--- src/rtl/id_ex_stage_pkg.sv ---
// Shared definitions for the ID/EX stage: ALU control codes, ALU op classes and R-type funct codes.
// Latency: n/a (definitions only).
// Backpressure: n/a.
package id_ex_stage_pkg;

  // 4-bit ALU control: {inv_a, inv_b/cin, sel[1:0]}
  localparam logic [3:0] ALUCTL_AND = 4'b0000;
  localparam logic [3:0] ALUCTL_OR  = 4'b0001;
  localparam logic [3:0] ALUCTL_ADD = 4'b0010;
  localparam logic [3:0] ALUCTL_SUB = 4'b0110;
  localparam logic [3:0] ALUCTL_SLT = 4'b0111;
  localparam logic [3:0] ALUCTL_NOR = 4'b1100;

  // ALU op class produced by the main decoder in ID
  typedef enum logic [1:0] {
    ALUOP_ADD   = 2'b00,
    ALUOP_SUB   = 2'b01,
    ALUOP_FUNCT = 2'b10,
    ALUOP_OR    = 2'b11
  } alu_op_e;

  // R-type funct codes understood by the ALU
  localparam logic [5:0] FUNCT_ADD  = 6'h20;
  localparam logic [5:0] FUNCT_ADDU = 6'h21;
  localparam logic [5:0] FUNCT_SUB  = 6'h22;
  localparam logic [5:0] FUNCT_SUBU = 6'h23;
  localparam logic [5:0] FUNCT_AND  = 6'h24;
  localparam logic [5:0] FUNCT_OR   = 6'h25;
  localparam logic [5:0] FUNCT_NOR  = 6'h27;
  localparam logic [5:0] FUNCT_SLT  = 6'h2A;

  // Registered control slice of the ID/EX stage; an all-zero value is a bubble
  typedef struct packed {
    logic       valid;
    logic       reg_write;
    logic       mem_read;
    logic       mem_write;
    logic       mem_to_reg;
    logic       illegal;
    logic       alu_src;
    logic [3:0] alu_ctl;
  } ex_ctl_t;

  localparam ex_ctl_t EX_CTL_BUBBLE = '0;

endpackage

--- src/rtl/id_ex_stage_alu_ctl_decode.sv ---
// Combinational ALU control decoder: alu_op + funct -> 4-bit ALU control and illegal flag.
// Latency: 0 cycles (pure combinational).
// Backpressure: none; the enclosing stage decides when the result is captured.
module alu_ctl_decode
  import id_ex_stage_pkg::*;
(
  input  logic [1:0] alu_op_i,
  input  logic [5:0] funct_i,
  output logic [3:0] alu_ctl_o,
  output logic       illegal_o
);

  // Map op class / funct to ALU control; unknown funct falls back to add and flags illegal
  always_comb begin
    alu_ctl_o = ALUCTL_ADD;
    illegal_o = 1'b0;
    case (alu_op_e'(alu_op_i))
      ALUOP_ADD: alu_ctl_o = ALUCTL_ADD;
      ALUOP_SUB: alu_ctl_o = ALUCTL_SUB;
      ALUOP_OR:  alu_ctl_o = ALUCTL_OR;
      default: begin
        case (funct_i)
          FUNCT_ADD, FUNCT_ADDU: alu_ctl_o = ALUCTL_ADD;
          FUNCT_SUB, FUNCT_SUBU: alu_ctl_o = ALUCTL_SUB;
          FUNCT_AND:             alu_ctl_o = ALUCTL_AND;
          FUNCT_OR:              alu_ctl_o = ALUCTL_OR;
          FUNCT_NOR:             alu_ctl_o = ALUCTL_NOR;
          FUNCT_SLT:             alu_ctl_o = ALUCTL_SLT;
          default: begin
            alu_ctl_o = ALUCTL_ADD;
            illegal_o = 1'b1;
          end
        endcase
      end
    endcase
  end

endmodule

--- src/rtl/id_ex_stage.sv ---
// ID/EX pipeline register plus EX operand select (forwarding, imm mux) feeding the ALU; load-use detect.
// Latency: 1 cycle ID -> EX registers; forwarding and hazard_stall are combinational.
// Backpressure: stall_in holds all state; flush_in or a load-use hazard loads a bubble.
module id_ex_stage
  import id_ex_stage_pkg::*;
#(
  parameter int W  = 32,
  parameter int RW = 5
) (
  input  logic          clk,
  input  logic          rst,
  input  logic          stall_in,
  input  logic          flush_in,
  input  logic          id_valid,
  input  logic [1:0]    id_alu_op,
  input  logic [5:0]    id_funct,
  input  logic [W-1:0]  id_rs_data,
  input  logic [W-1:0]  id_rt_data,
  input  logic [W-1:0]  id_imm,
  input  logic          id_alu_src,
  input  logic [RW-1:0] id_rs,
  input  logic [RW-1:0] id_rt,
  input  logic          id_uses_rt,
  input  logic [RW-1:0] id_rd,
  input  logic          id_reg_write,
  input  logic          id_mem_read,
  input  logic          id_mem_write,
  input  logic          id_mem_to_reg,
  input  logic          exmem_reg_write,
  input  logic [RW-1:0] exmem_rd,
  input  logic [W-1:0]  exmem_result,
  input  logic          memwb_reg_write,
  input  logic [RW-1:0] memwb_rd,
  input  logic [W-1:0]  memwb_result,
  output logic [W-1:0]  alu_a,
  output logic [W-1:0]  alu_b,
  output logic [3:0]    alu_ctl,
  output logic [W-1:0]  store_data,
  output logic [RW-1:0] ex_rd,
  output logic          ex_valid,
  output logic          ex_reg_write,
  output logic          ex_mem_read,
  output logic          ex_mem_write,
  output logic          ex_mem_to_reg,
  output logic          ex_illegal,
  output logic          hazard_stall
);

  ex_ctl_t       ctl_q, ctl_d;
  logic [W-1:0]  rs_data_q, rs_data_d;
  logic [W-1:0]  rt_data_q, rt_data_d;
  logic [W-1:0]  imm_q, imm_d;
  logic [RW-1:0] rs_q, rs_d;
  logic [RW-1:0] rt_q, rt_d;
  logic [RW-1:0] rd_q, rd_d;

  logic [3:0]    dec_ctl;
  logic          dec_illegal;
  logic [W-1:0]  fwd_rs;
  logic [W-1:0]  fwd_rt;

  alu_ctl_decode u_alu_ctl_decode (
    .alu_op_i  (id_alu_op),
    .funct_i   (id_funct),
    .alu_ctl_o (dec_ctl),
    .illegal_o (dec_illegal)
  );

  // Load in EX whose destination is read by the ID instruction: stall IF/ID and insert a bubble
  always_comb begin
    hazard_stall = ctl_q.valid & ctl_q.mem_read & (rd_q != '0) & id_valid &
                   ((rd_q == id_rs) | (id_uses_rt & (rd_q == id_rt)));
  end

  // Next stage contents: flush beats stall, stall holds, hazard or empty ID slot gives a bubble
  always_comb begin
    ctl_d     = ctl_q;
    rs_data_d = rs_data_q;
    rt_data_d = rt_data_q;
    imm_d     = imm_q;
    rs_d      = rs_q;
    rt_d      = rt_q;
    rd_d      = rd_q;
    if (flush_in || (!stall_in && (hazard_stall || !id_valid))) begin
      ctl_d     = EX_CTL_BUBBLE;
      rs_data_d = '0;
      rt_data_d = '0;
      imm_d     = '0;
      rs_d      = '0;
      rt_d      = '0;
      rd_d      = '0;
    end else if (!stall_in) begin
      ctl_d.valid      = 1'b1;
      ctl_d.reg_write  = id_reg_write;
      ctl_d.mem_read   = id_mem_read;
      ctl_d.mem_write  = id_mem_write;
      ctl_d.mem_to_reg = id_mem_to_reg;
      ctl_d.illegal    = dec_illegal;
      ctl_d.alu_src    = id_alu_src;
      ctl_d.alu_ctl    = dec_ctl;
      rs_data_d        = id_rs_data;
      rt_data_d        = id_rt_data;
      imm_d            = id_imm;
      rs_d             = id_rs;
      rt_d             = id_rt;
      rd_d             = id_rd;
    end
  end

  // Stage register; reset clears everything so hazard_stall drops with ex_valid
  always_ff @(posedge clk or posedge rst) begin
    if (rst) begin
      ctl_q     <= EX_CTL_BUBBLE;
      rs_data_q <= '0;
      rt_data_q <= '0;
      imm_q     <= '0;
      rs_q      <= '0;
      rt_q      <= '0;
      rd_q      <= '0;
    end else begin
      ctl_q     <= ctl_d;
      rs_data_q <= rs_data_d;
      rt_data_q <= rt_data_d;
      imm_q     <= imm_d;
      rs_q      <= rs_d;
      rt_q      <= rt_d;
      rd_q      <= rd_d;
    end
  end

  // Operand forwarding: youngest producer (EX/MEM) first, register 0 is never forwarded
  always_comb begin
    fwd_rs = rs_data_q;
    if (exmem_reg_write && (exmem_rd != '0) && (exmem_rd == rs_q)) begin
      fwd_rs = exmem_result;
    end else if (memwb_reg_write && (memwb_rd != '0) && (memwb_rd == rs_q)) begin
      fwd_rs = memwb_result;
    end
    fwd_rt = rt_data_q;
    if (exmem_reg_write && (exmem_rd != '0) && (exmem_rd == rt_q)) begin
      fwd_rt = exmem_result;
    end else if (memwb_reg_write && (memwb_rd != '0) && (memwb_rd == rt_q)) begin
      fwd_rt = memwb_result;
    end
  end

  assign alu_a         = fwd_rs;
  assign alu_b         = ctl_q.alu_src ? imm_q : fwd_rt;
  assign store_data    = fwd_rt;
  assign alu_ctl       = ctl_q.alu_ctl;
  assign ex_rd         = rd_q;
  assign ex_valid      = ctl_q.valid;
  assign ex_reg_write  = ctl_q.reg_write;
  assign ex_mem_read   = ctl_q.mem_read;
  assign ex_mem_write  = ctl_q.mem_write;
  assign ex_mem_to_reg = ctl_q.mem_to_reg;
  assign ex_illegal    = ctl_q.illegal;

endmodule

--- config.mk ---
export PLATFORM = sky130hd
export DESIGN_NAME = id_ex_stage
export DESIGN_NICKNAME = d
export VERILOG_FILES = /design/src/rtl/id_ex_stage_pkg.sv /design/src/rtl/id_ex_stage_alu_ctl_decode.sv /design/src/rtl/id_ex_stage.sv
export SDC_FILE = /design/constraint.sdc
export NUM_CORES = 1
export LEC_CHECK = 0
export ABC_AREA = 0
export BUFFER_PORTS_ARGS = -buffer_cell sky130_fd_sc_hd__clkbuf_2
export CAP_MARGIN = 20
export CORE_MARGIN = 3
export CORE_UTILIZATION = 46
export CTS_CLUSTER_DIAMETER = 30
export CTS_CLUSTER_SIZE = 12
export DETAILED_ROUTE_END_ITERATION = 7
export PLACE_DENSITY_LB_ADDON = 0.05
export SETUP_SLACK_MARGIN = 0.4
export SYNTH_ARGS = -nofsm -noshare
export SYNTH_HDL_FRONTEND = slang
export SYNTH_HIERARCHICAL = 1
export SYNTH_SLANG_ARGS = --single-unit
--- constraint.sdc ---
create_clock -name clk -period 5.25 [get_ports clk]
set_input_delay 1.05 -clock clk [delete_from_list [all_inputs] [get_ports clk]]
set_output_delay 1.05 -clock clk [all_outputs]
set_load 0.02 [all_outputs]
==> impl_metrics.prom, run 1 <==
# TYPE chip_impl_metric gauge
chip_impl_metric{name="combPwrFrac",unit="%"} 15.9
chip_impl_metric{name="insertion_delay",unit="ns"} 0.41
chip_impl_metric{name="global_route_wire_length_before_repair",unit="mm"} 37.5
chip_impl_metric{name="maxSlewHeadroom",unit="%"} 29.5
chip_impl_metric{name="grt_start_max_net_pins",unit=""} 89
chip_impl_metric{name="dieWidth",unit="µm"} 129
chip_impl_metric{name="finalHoldViolCount",unit=""} 0
chip_impl_metric{name="final-seq-area",unit="µm²"} 3050
chip_impl_info{name="rr_startpoint",value="ex_rd[0]"} 1
chip_impl_metric{name="detailedPlacementHpwl",unit="mm"} 18.0
chip_impl_info{name="yosys_most_used_dff",value="dfrtp_1"} 1
chip_impl_info{name="clock_tree_from_tritoncts",value="done"} 1
chip_impl_info{name="synth_top_cell_by_area",value="dfrtp_1"} 1
chip_impl_metric{name="drt_initial_violations",unit=""} 524
chip_impl_info{name="status",value="finished clean"} 1
chip_impl_metric{name="worst_ep_required_time",unit="ns"} 4.20
chip_impl_metric{name="yosysUniqueCellTypes",unit=""} 42
chip_impl_metric{name="sw_frac_of_total",unit="%"} 25.7
chip_impl_metric{name="fillCellCount",unit=""} 1239
chip_impl_info{name="rsz0062_at_grt",value="no"} 1
chip_impl_metric{name="die_height",unit="µm"} 129
chip_impl_metric{name="remaining_drc_errors",unit=""} 0
chip_impl_metric{name="grtUsageTotal",unit="%"} 29.2
chip_impl_metric{name="power.switching",unit="µW"} 704
chip_impl_metric{name="grt_overflow_total",unit=""} 0
chip_impl_metric{name="syn2layout_area_growth",unit="%"} 34.0
chip_impl_metric{name="clk_path_buf_depth",unit=""} 2
chip_impl_metric{name="antenna_violating_nets_post_route",unit=""} 0
chip_impl_metric{name="tns",unit="ns"} 0
chip_impl_metric{name="maxCapViolations",unit=""} 0
chip_impl_metric{name="sequential_fraction_of_design_power",unit="%"} 36.8
chip_impl_metric{name="arrival",unit="ns"} 3.50
chip_impl_metric{name="vias_per_cell",unit=""} 5.91
chip_impl_metric{name="crit_path_max_fanout",unit=""} 16
chip_impl_metric{name="grt_antenna_before_repair",unit=""} 1
chip_impl_metric{name="multi_input_comb_area",unit="µm²"} 3570
chip_impl_metric{name="pre_cts_ws",unit="ns"} 0.677
chip_impl_metric{name="synth-edff-count",unit=""} 0
chip_impl_metric{name="intPower",unit="µW"} 2030
chip_impl_metric{name="synthCells",unit=""} 676
chip_impl_info{name="critical_r2r_capture",value="rt_q[4]"} 1
chip_impl_metric{name="period_minus_slack",unit="ns"} 4.55
chip_impl_info{name="worstHoldPathType",value="register to register"} 1
chip_impl_metric{name="final_core_util",unit="%"} 63.3
chip_impl_metric{name="clock-skew-final",unit="ns"} 0.00481
chip_impl_metric{name="setup_violations",unit=""} 0
chip_impl_metric{name="power_frac_clock",unit="%"} 47.3
chip_impl_metric{name="buffer_ports.inserted",unit=""} 317
chip_impl_metric{name="synth_nets",unit=""} 882
chip_impl_metric{name="worst-r2r-cell-count",unit=""} 6
chip_impl_metric{name="detail_route.wirelength",unit="mm"} 24.8
chip_impl_metric{name="postSynth.asyncResetShare",unit="%"} 100
chip_impl_metric{name="io_count",unit=""} 318
chip_impl_metric{name="tightest_slew",unit="ns"} 1.05
chip_impl_metric{name="post_dp_cell_area",unit="µm²"} 8590
chip_impl_metric{name="post_synth_instance_area",unit="µm²"} 6920
chip_impl_metric{name="power.leakage",unit="µW"} 0.00465
chip_impl_info{name="reg_top3",value="imm_q: 32 flops, rs_data_q: 32 flops, rt_data_q: 32 flops"} 1
chip_impl_info{name="cp-start-kind",value="primary input"} 1
chip_impl_metric{name="placementRows",unit=""} 44
chip_impl_metric{name="ys_seq_area_share",unit="%"} 44.1
chip_impl_metric{name="timing.hold.ws",unit="ns"} 0.496
chip_impl_metric{name="final_max_slew_viol_count",unit=""} 0
chip_impl_info{name="hold_crit_start",value="rt_data_q[31]"} 1
chip_impl_metric{name="drt-wirelength-per-cell",unit="µm"} 21.4
chip_impl_metric{name="htree_levels",unit=""} 4
chip_impl_metric{name="finish.net_count",unit=""} 1164
chip_impl_metric{name="hold_fix_buffers_at_cts",unit=""} 0
chip_impl_metric{name="synth-seq-cells",unit=""} 122
chip_impl_metric{name="grt_pass1_vias",unit=""} 6828
chip_impl_metric{name="clock_slew_seen_by_the_registers_of_the_worst_setup_and_hold_paths",unit="ns"} 0.05
chip_impl_metric{name="post_cts.resized_instances",unit=""} 0
chip_impl_info{name="synth.area.top_cells",value="dfrtp_1 44%, a22o_1 15%, a221oi_2 6.5%"} 1
chip_impl_metric{name="core_area",unit="µm²"} 14600
chip_impl_metric{name="power_density_cells",unit="nW/µm²"} 295
chip_impl_metric{name="die_area",unit="µm²"} 16600
chip_impl_metric{name="drt_pre_antenna_iters",unit=""} 5
chip_impl_metric{name="final_layout_size_suffix_gt1_share",unit="%"} 41.9
chip_impl_metric{name="numCtsBuffers",unit=""} 17
chip_impl_info{name="crit_end_category",value="output port"} 1
chip_impl_info{name="ys_top_cells_by_count",value="122 x dfrtp_1, 121 x a22o_1, 68 x nand2_1, 68 x nor2_1, 38 x clkbuf_1"} 1
chip_impl_info{name="synth_most_common_cell",value="dfrtp_1"} 1
chip_impl_info{name="critical_path_class",value="primary input to output port"} 1
chip_impl_metric{name="holdPathStages",unit=""} 1
chip_impl_metric{name="final_area",unit="µm²"} 9280
chip_impl_metric{name="initial_utilization",unit="%"} 47.3
chip_impl_metric{name="max_freq",unit="GHz"} 0.220
chip_impl_metric{name="synth-warning-count",unit=""} 6
chip_impl_metric{name="ff2ff_setup_slack",unit="ns"} 2.27
chip_impl_metric{name="clock_sinks",unit=""} 122
chip_impl_metric{name="crit_path_setup_slack_layout",unit="ns"} 0.705
chip_impl_info{name="worst_hold_path.endpoint",value="rt_data_q[31]"} 1
chip_impl_metric{name="avgSynthCellArea",unit="µm²"} 10.2
chip_impl_metric{name="total_number_of_vias",unit=""} 6826
chip_impl_metric{name="place_congestion",unit=""} 0.908
chip_impl_metric{name="ir_drop",unit="mV"} 0.239
chip_impl_metric{name="synth.top_cell.area_share",unit="%"} 44.1
chip_impl_info{name="cts_root_buffer",value="clkbuf_16"} 1
chip_impl_metric{name="postCtsSetupRepairBufs",unit=""} 0
chip_impl_metric{name="period_share",unit="%"} 86.6
==> metrics by stage <==
stage                     total power [µW]  std cells
after floorplan                       1260        676
after global placement                1450       1121
after detailed placement              1450       1122
after CTS                             2750       1153
after global routing                  2830       1155
final                                 2740       1155
==> how the worst max path moves through the flow <==
| stage | start | end | slack, ns | cells past startpoint |
|---|---|---|---|---|
| floorplan | rst | alu_ctl[0] | 0.96 | 1 |
| global placement | exmem_rd[1] | alu_b[0] | 0.77 | 7 |
| detailed placement | exmem_rd[1] | alu_b[7] | 0.68 | 8 |
| CTS | exmem_rd[1] | alu_b[7] | 0.67 | 8 |
| global route | exmem_rd[1] | alu_b[7] | 0.60 | 8 |
| finish | exmem_rd[1] | alu_b[7] | 0.70 | 8 |
==> power by group through the flow <==
stage	clock, µW	sequential, µW	combinational, µW
finish	1300	1010	436
global route	1350	1010	470
CTS	1310	1010	431
detailed placement	0	1020	429
global placement	0	1020	423
floorplan	0	1010	243
==> layout by cell type, fill, tap and decap left out, types with 2 or more instances in the layout <==
master,n
a221oi_1,2
a221oi_2,30
a22o_1,121
and3_1,32
buf_12,5
buf_4,9
bufinv_16,4
clkbuf_16,17
clkbuf_2,317
clkbuf_8,7
dfrtp_1,121
mux2i_1,32
nand2_1,68
nand2b_4,2
nand3_1,4
nand4_1,2
nor2_1,67
nor3_1,3
nor4_1,2
nor4_4,2
o21ai_0,2
o21ai_1,32
o31ai_1,32
or4_1,2
xnor2_1,20
xor2_1,9
==> critical path: stages <==
cell and delay, ns:
clkbuf_2 0.11, or4_1 0.56, o211ai_1 0.33, or2_1 0.66
buf_12 0.23, nor2_1 0.06, o31ai_1 0.25, clkbuf_2 0.22
==> cell type report <==
cell class | count | area share [%]
Timing Repair Buffer | 331 | 18.9
Antenna cell | 1 | 0.0270
Sequential cell | 122 | 32.9
Clock inverter | 6 | 1.43
Tap cell | 184 | 2.48
Multi-Input combinational cell | 484 | 38.4
Clock buffer | 25 | 5.67
Inverter | 2 | 0.108
==> metal layers <==
| layer | part of all wire (%) | vias to the layer above | GRT usage, % |
|---|---|---|---|
| met1 | 41 | 3325 | 37.3 |
| met2 | 48 | 342 | 47.5 |
| met5 | 0 | - | 0 |
| met3 | 8.2 | 51 | 7.51 |
| met4 | 2.8 | 0 | 11.6 |
| li1 | - | 3108 | - |
==> cell families after synthesis <==
| group | after synthesis | synth area share (%) |
|---|---|---|
| compound gates | 228 | 29.0 |
| simple gates | 193 | 13.2 |
| flops | 122 | 44.1 |
| buf+inv | 70 | 5.04 |
| mux | 33 | 4.79 |
| xor+xnor | 30 | 3.79 |
(Power assumes the default switching activity.)
==> inputs of run 2 (changes only) <==
==> constraint.sdc (replaced) <==
create_clock -name clk -period 5.4 [get_ports clk]
set_input_delay 1.08 -clock clk [delete_from_list [all_inputs] [get_ports clk]]
set_output_delay 1.08 -clock clk [all_outputs]
set_load 0.02 [all_outputs]
==> run 2 against run 1 <==
  * Global-route usage decreased by 0.67 points
  * Hold slack about the same
  * Final area fell by 1.3%
  * First-iteration DRC count is 12% lower
  * Flip-flop and latch count unchanged
  * Clock power is 20% lower
  * Non-clock buffer count is the same
  * Power fell by 11%
  * Count of clock-buffer cells in the layout increased by 2
  * Clock skew grew 0.0032 ns
  * Final cell count hardly changed
  * Critical path type unchanged
==> impl_metrics.prom, run 2 (synthesis gave the netlist of run 1 again) <==
# TYPE chip_impl_metric gauge
chip_impl_info{name="crit_end_category",value="output port"} 1
chip_impl_metric{name="post_dp_cell_area",unit="µm²"} 8600
chip_impl_info{name="crit_path_top_delay_cell",value="or4_1"} 1
chip_impl_metric{name="detailedPlacementHpwl",unit="mm"} 17.8
chip_impl_info{name="layout.cells.most_common_list",value="317 x clkbuf_2, 121 x a22o_1, 121 x dfrtp_1"} 1
chip_impl_info{name="worstHoldPathType",value="register to register"} 1
chip_impl_metric{name="drt-wirelength-per-cell",unit="µm"} 21.2
chip_impl_info{name="gr-max-usage-layer",value="met2"} 1
chip_impl_metric{name="postCtsSetupRepairBufs",unit=""} 0
chip_impl_info{name="critical_r2r_capture",value="imm_q[23]"} 1
chip_impl_metric{name="power_density_cells",unit="nW/µm²"} 266
chip_impl_info{name="cts_root_buffer",value="clkbuf_16"} 1
chip_impl_metric{name="final_max_slew_viol_count",unit=""} 0
chip_impl_metric{name="maxSlewHeadroom",unit="%"} 40.0
chip_impl_metric{name="core_area",unit="µm²"} 14600
chip_impl_metric{name="met3_usage",unit="%"} 6.64
chip_impl_info{name="cp-start-kind",value="primary input"} 1
chip_impl_metric{name="detail_route.wirelength",unit="mm"} 24.5
chip_impl_metric{name="place_congestion",unit=""} 0.906
chip_impl_metric{name="maxCapViolations",unit=""} 0
chip_impl_metric{name="die_height",unit="µm"} 129
chip_impl_metric{name="setup_violations",unit=""} 0
chip_impl_metric{name="io_count",unit=""} 318
chip_impl_metric{name="worstPathBufferInverterCount",unit=""} 3
chip_impl_metric{name="drt_pre_antenna_iters",unit=""} 5
chip_impl_metric{name="final_layout_size_suffix_gt1_share",unit="%"} 41.2
chip_impl_metric{name="remaining_drc_errors",unit=""} 0
chip_impl_metric{name="drt_initial_violations",unit=""} 463
chip_impl_metric{name="power_frac_clock",unit="%"} 42.5
chip_impl_metric{name="clock-skew-final",unit="ns"} 0.00805
chip_impl_info{name="path_cells",value="clkbuf_2 -> or4_1 -> o21a_2 -> nand3_2 -> buf_12 -> a221oi_2 -> o31ai_1 -> clkbuf_2"} 1
chip_impl_metric{name="max_stage_delay",unit="ns"} 0.52
chip_impl_metric{name="insertion_delay",unit="ns"} 0.41
chip_impl_metric{name="die_area",unit="µm²"} 16600
chip_impl_metric{name="grt_pass1_vias",unit=""} 6773
chip_impl_metric{name="period_share",unit="%"} 83.4
chip_impl_metric{name="grt_start_max_net_pins",unit=""} 89
chip_impl_metric{name="buffer_ports.inserted",unit=""} 317
chip_impl_metric{name="grtUsageTotal",unit="%"} 28.5
chip_impl_metric{name="global_route_wire_length_before_repair",unit="mm"} 36.5
chip_impl_metric{name="post_cts.resized_instances",unit=""} 0
chip_impl_metric{name="grt_util_met2",unit="%"} 45.6
chip_impl_metric{name="power.switching",unit="µW"} 654
chip_impl_info{name="rr_startpoint",value="ex_rd[0]"} 1
chip_impl_info{name="clock_tree_from_tritoncts",value="done"} 1
chip_impl_metric{name="clock_slew_seen_by_the_registers_of_the_worst_setup_and_hold_paths",unit="ns"} 0.05
chip_impl_metric{name="crit_path_max_fanout",unit=""} 17
chip_impl_metric{name="tns",unit="ns"} 0
chip_impl_metric{name="total_number_of_vias",unit=""} 6873
chip_impl_metric{name="finish.net_count",unit=""} 1164
chip_impl_metric{name="period_minus_slack",unit="ns"} 4.50
chip_impl_info{name="mostFrequentLayoutCell",value="clkbuf_2"} 1
chip_impl_metric{name="numCtsBuffers",unit=""} 17
chip_impl_metric{name="initial_utilization",unit="%"} 47.3
chip_impl_metric{name="hold_fix_buffers_at_cts",unit=""} 0
chip_impl_metric{name="worst-r2r-cell-count",unit=""} 7
chip_impl_metric{name="fillCellCount",unit=""} 1279
chip_impl_metric{name="clk_path_buf_depth",unit=""} 2
chip_impl_metric{name="clock_sinks",unit=""} 122
chip_impl_info{name="status",value="finished clean"} 1
chip_impl_metric{name="cp.depth",unit=""} 8
chip_impl_metric{name="finalHoldViolCount",unit=""} 0
chip_impl_metric{name="intPower",unit="µW"} 1780
chip_impl_metric{name="sw_frac_of_total",unit="%"} 26.8
chip_impl_metric{name="combPwrFrac",unit="%"} 17.3
chip_impl_metric{name="grt_antenna_before_repair",unit=""} 2
chip_impl_metric{name="ir_drop",unit="mV"} 0.235
chip_impl_metric{name="final_area",unit="µm²"} 9160
chip_impl_metric{name="max_freq",unit="GHz"} 0.222
chip_impl_info{name="cp-endpoint",value="alu_b[7]"} 1
chip_impl_metric{name="gr_util_met1",unit="%"} 37.5
chip_impl_metric{name="grt_overflow_total",unit=""} 0
chip_impl_metric{name="tightest_slew",unit="ns"} 0.898
chip_impl_metric{name="sequential_fraction_of_design_power",unit="%"} 40.2
chip_impl_info{name="worst_path_most_repeated_cell",value="clkbuf_2"} 1
chip_impl_metric{name="antenna_violating_nets_post_route",unit=""} 0
chip_impl_metric{name="dieWidth",unit="µm"} 129
chip_impl_metric{name="vias_per_cell",unit=""} 5.96
chip_impl_metric{name="htree_levels",unit=""} 4
chip_impl_metric{name="ff2ff_setup_slack",unit="ns"} 2.86
chip_impl_info{name="reg_top3",value="imm_q: 32 flops, rs_data_q: 32 flops, rt_data_q: 32 flops"} 1
chip_impl_info{name="critical_path_class",value="primary input to output port"} 1
chip_impl_info{name="rsz0062_at_grt",value="no"} 1
chip_impl_metric{name="placementRows",unit=""} 44
chip_impl_info{name="path_delay_family",value="simple AND/OR/NAND/NOR gates"} 1
chip_impl_metric{name="power.leakage",unit="µW"} 0.00459
chip_impl_info{name="startpoint",value="memwb_rd[1]"} 1
chip_impl_metric{name="arrival",unit="ns"} 3.42
chip_impl_metric{name="worst_ep_required_time",unit="ns"} 4.32
chip_impl_metric{name="syn2layout_area_growth",unit="%"} 32.3
## run 2: cell type report
cell class	count	area, µm²	share of cell area (%)
tap	184	230	2.51
inverter	2	10.0	0.109
antenna	1	2.50	0.0273
sequential	122	3050	33.4
multi-input combinational	484	3570	38.9
clock buffer	27	493	5.38
timing repair buffer	331	1760	19.2
clock inverter	3	40.0	0.437
## run 2: layer usage
layer | part of all wire (%) | up-vias | routed length (µm)
met4 | 2.7 | 2 | 659
met2 | 48 | 370 | 11800
li1 | - | 3112 | -
met3 | 8.3 | 48 | 2040
met5 | 0.041 | - | 10
met1 | 41 | 3341 | 10000
## run 2: through the flow
step / setup WS [ns] / util (%) / hold WS, ns / power (µW) / instances
2_1_floorplan: 1.08 / - / 0.465 / 1220 / 676
3_3_place_gp: 0.942 / 58.4 / 0.484 / 1410 / 1120
3_5_place_dp: 0.911 / 58.7 / 0.480 / 1410 / 1122
4_1_cts: 0.899 / 62.4 / 0.501 / 2450 / 1152
5_1_grt: 0.844 / 62.5 / 0.508 / 2530 / 1154
6_report: 0.895 / 62.5 / 0.496 / 2440 / 1154
## run 2: worst register-to-register path: stages (launching register included)
cell	delay [ns]
dfrtp_1	0.46
xnor2_1	0.17
nand4_1	0.10
o22ai_1	0.13
a21oi_4	0.35
buf_12	0.25
buf_4	0.73
a22o_1	0.29
## run 2: worst min path at each step
stage,from,endpoint,cells past startpoint
after floorplan,rs_data_q[0],rs_data_q[0],1
after global placement,imm_q[30],imm_q[30],1
after detailed placement,alu_ctl[0],alu_ctl[0],1
after CTS,imm_q[0],imm_q[0],1
after global routing,imm_q[4],imm_q[4],1
final,imm_q[14],imm_q[14],1
## run 2: power by group through the flow
stage                     logic [µW]  clock network, µW  registers [µW]
after floorplan                  236                  0             987
after global placement           410                  0             997
after detailed placement         421                  0             993
after CTS                        423               1050             979
after global routing             455               1100             982
final                            423               1040             980
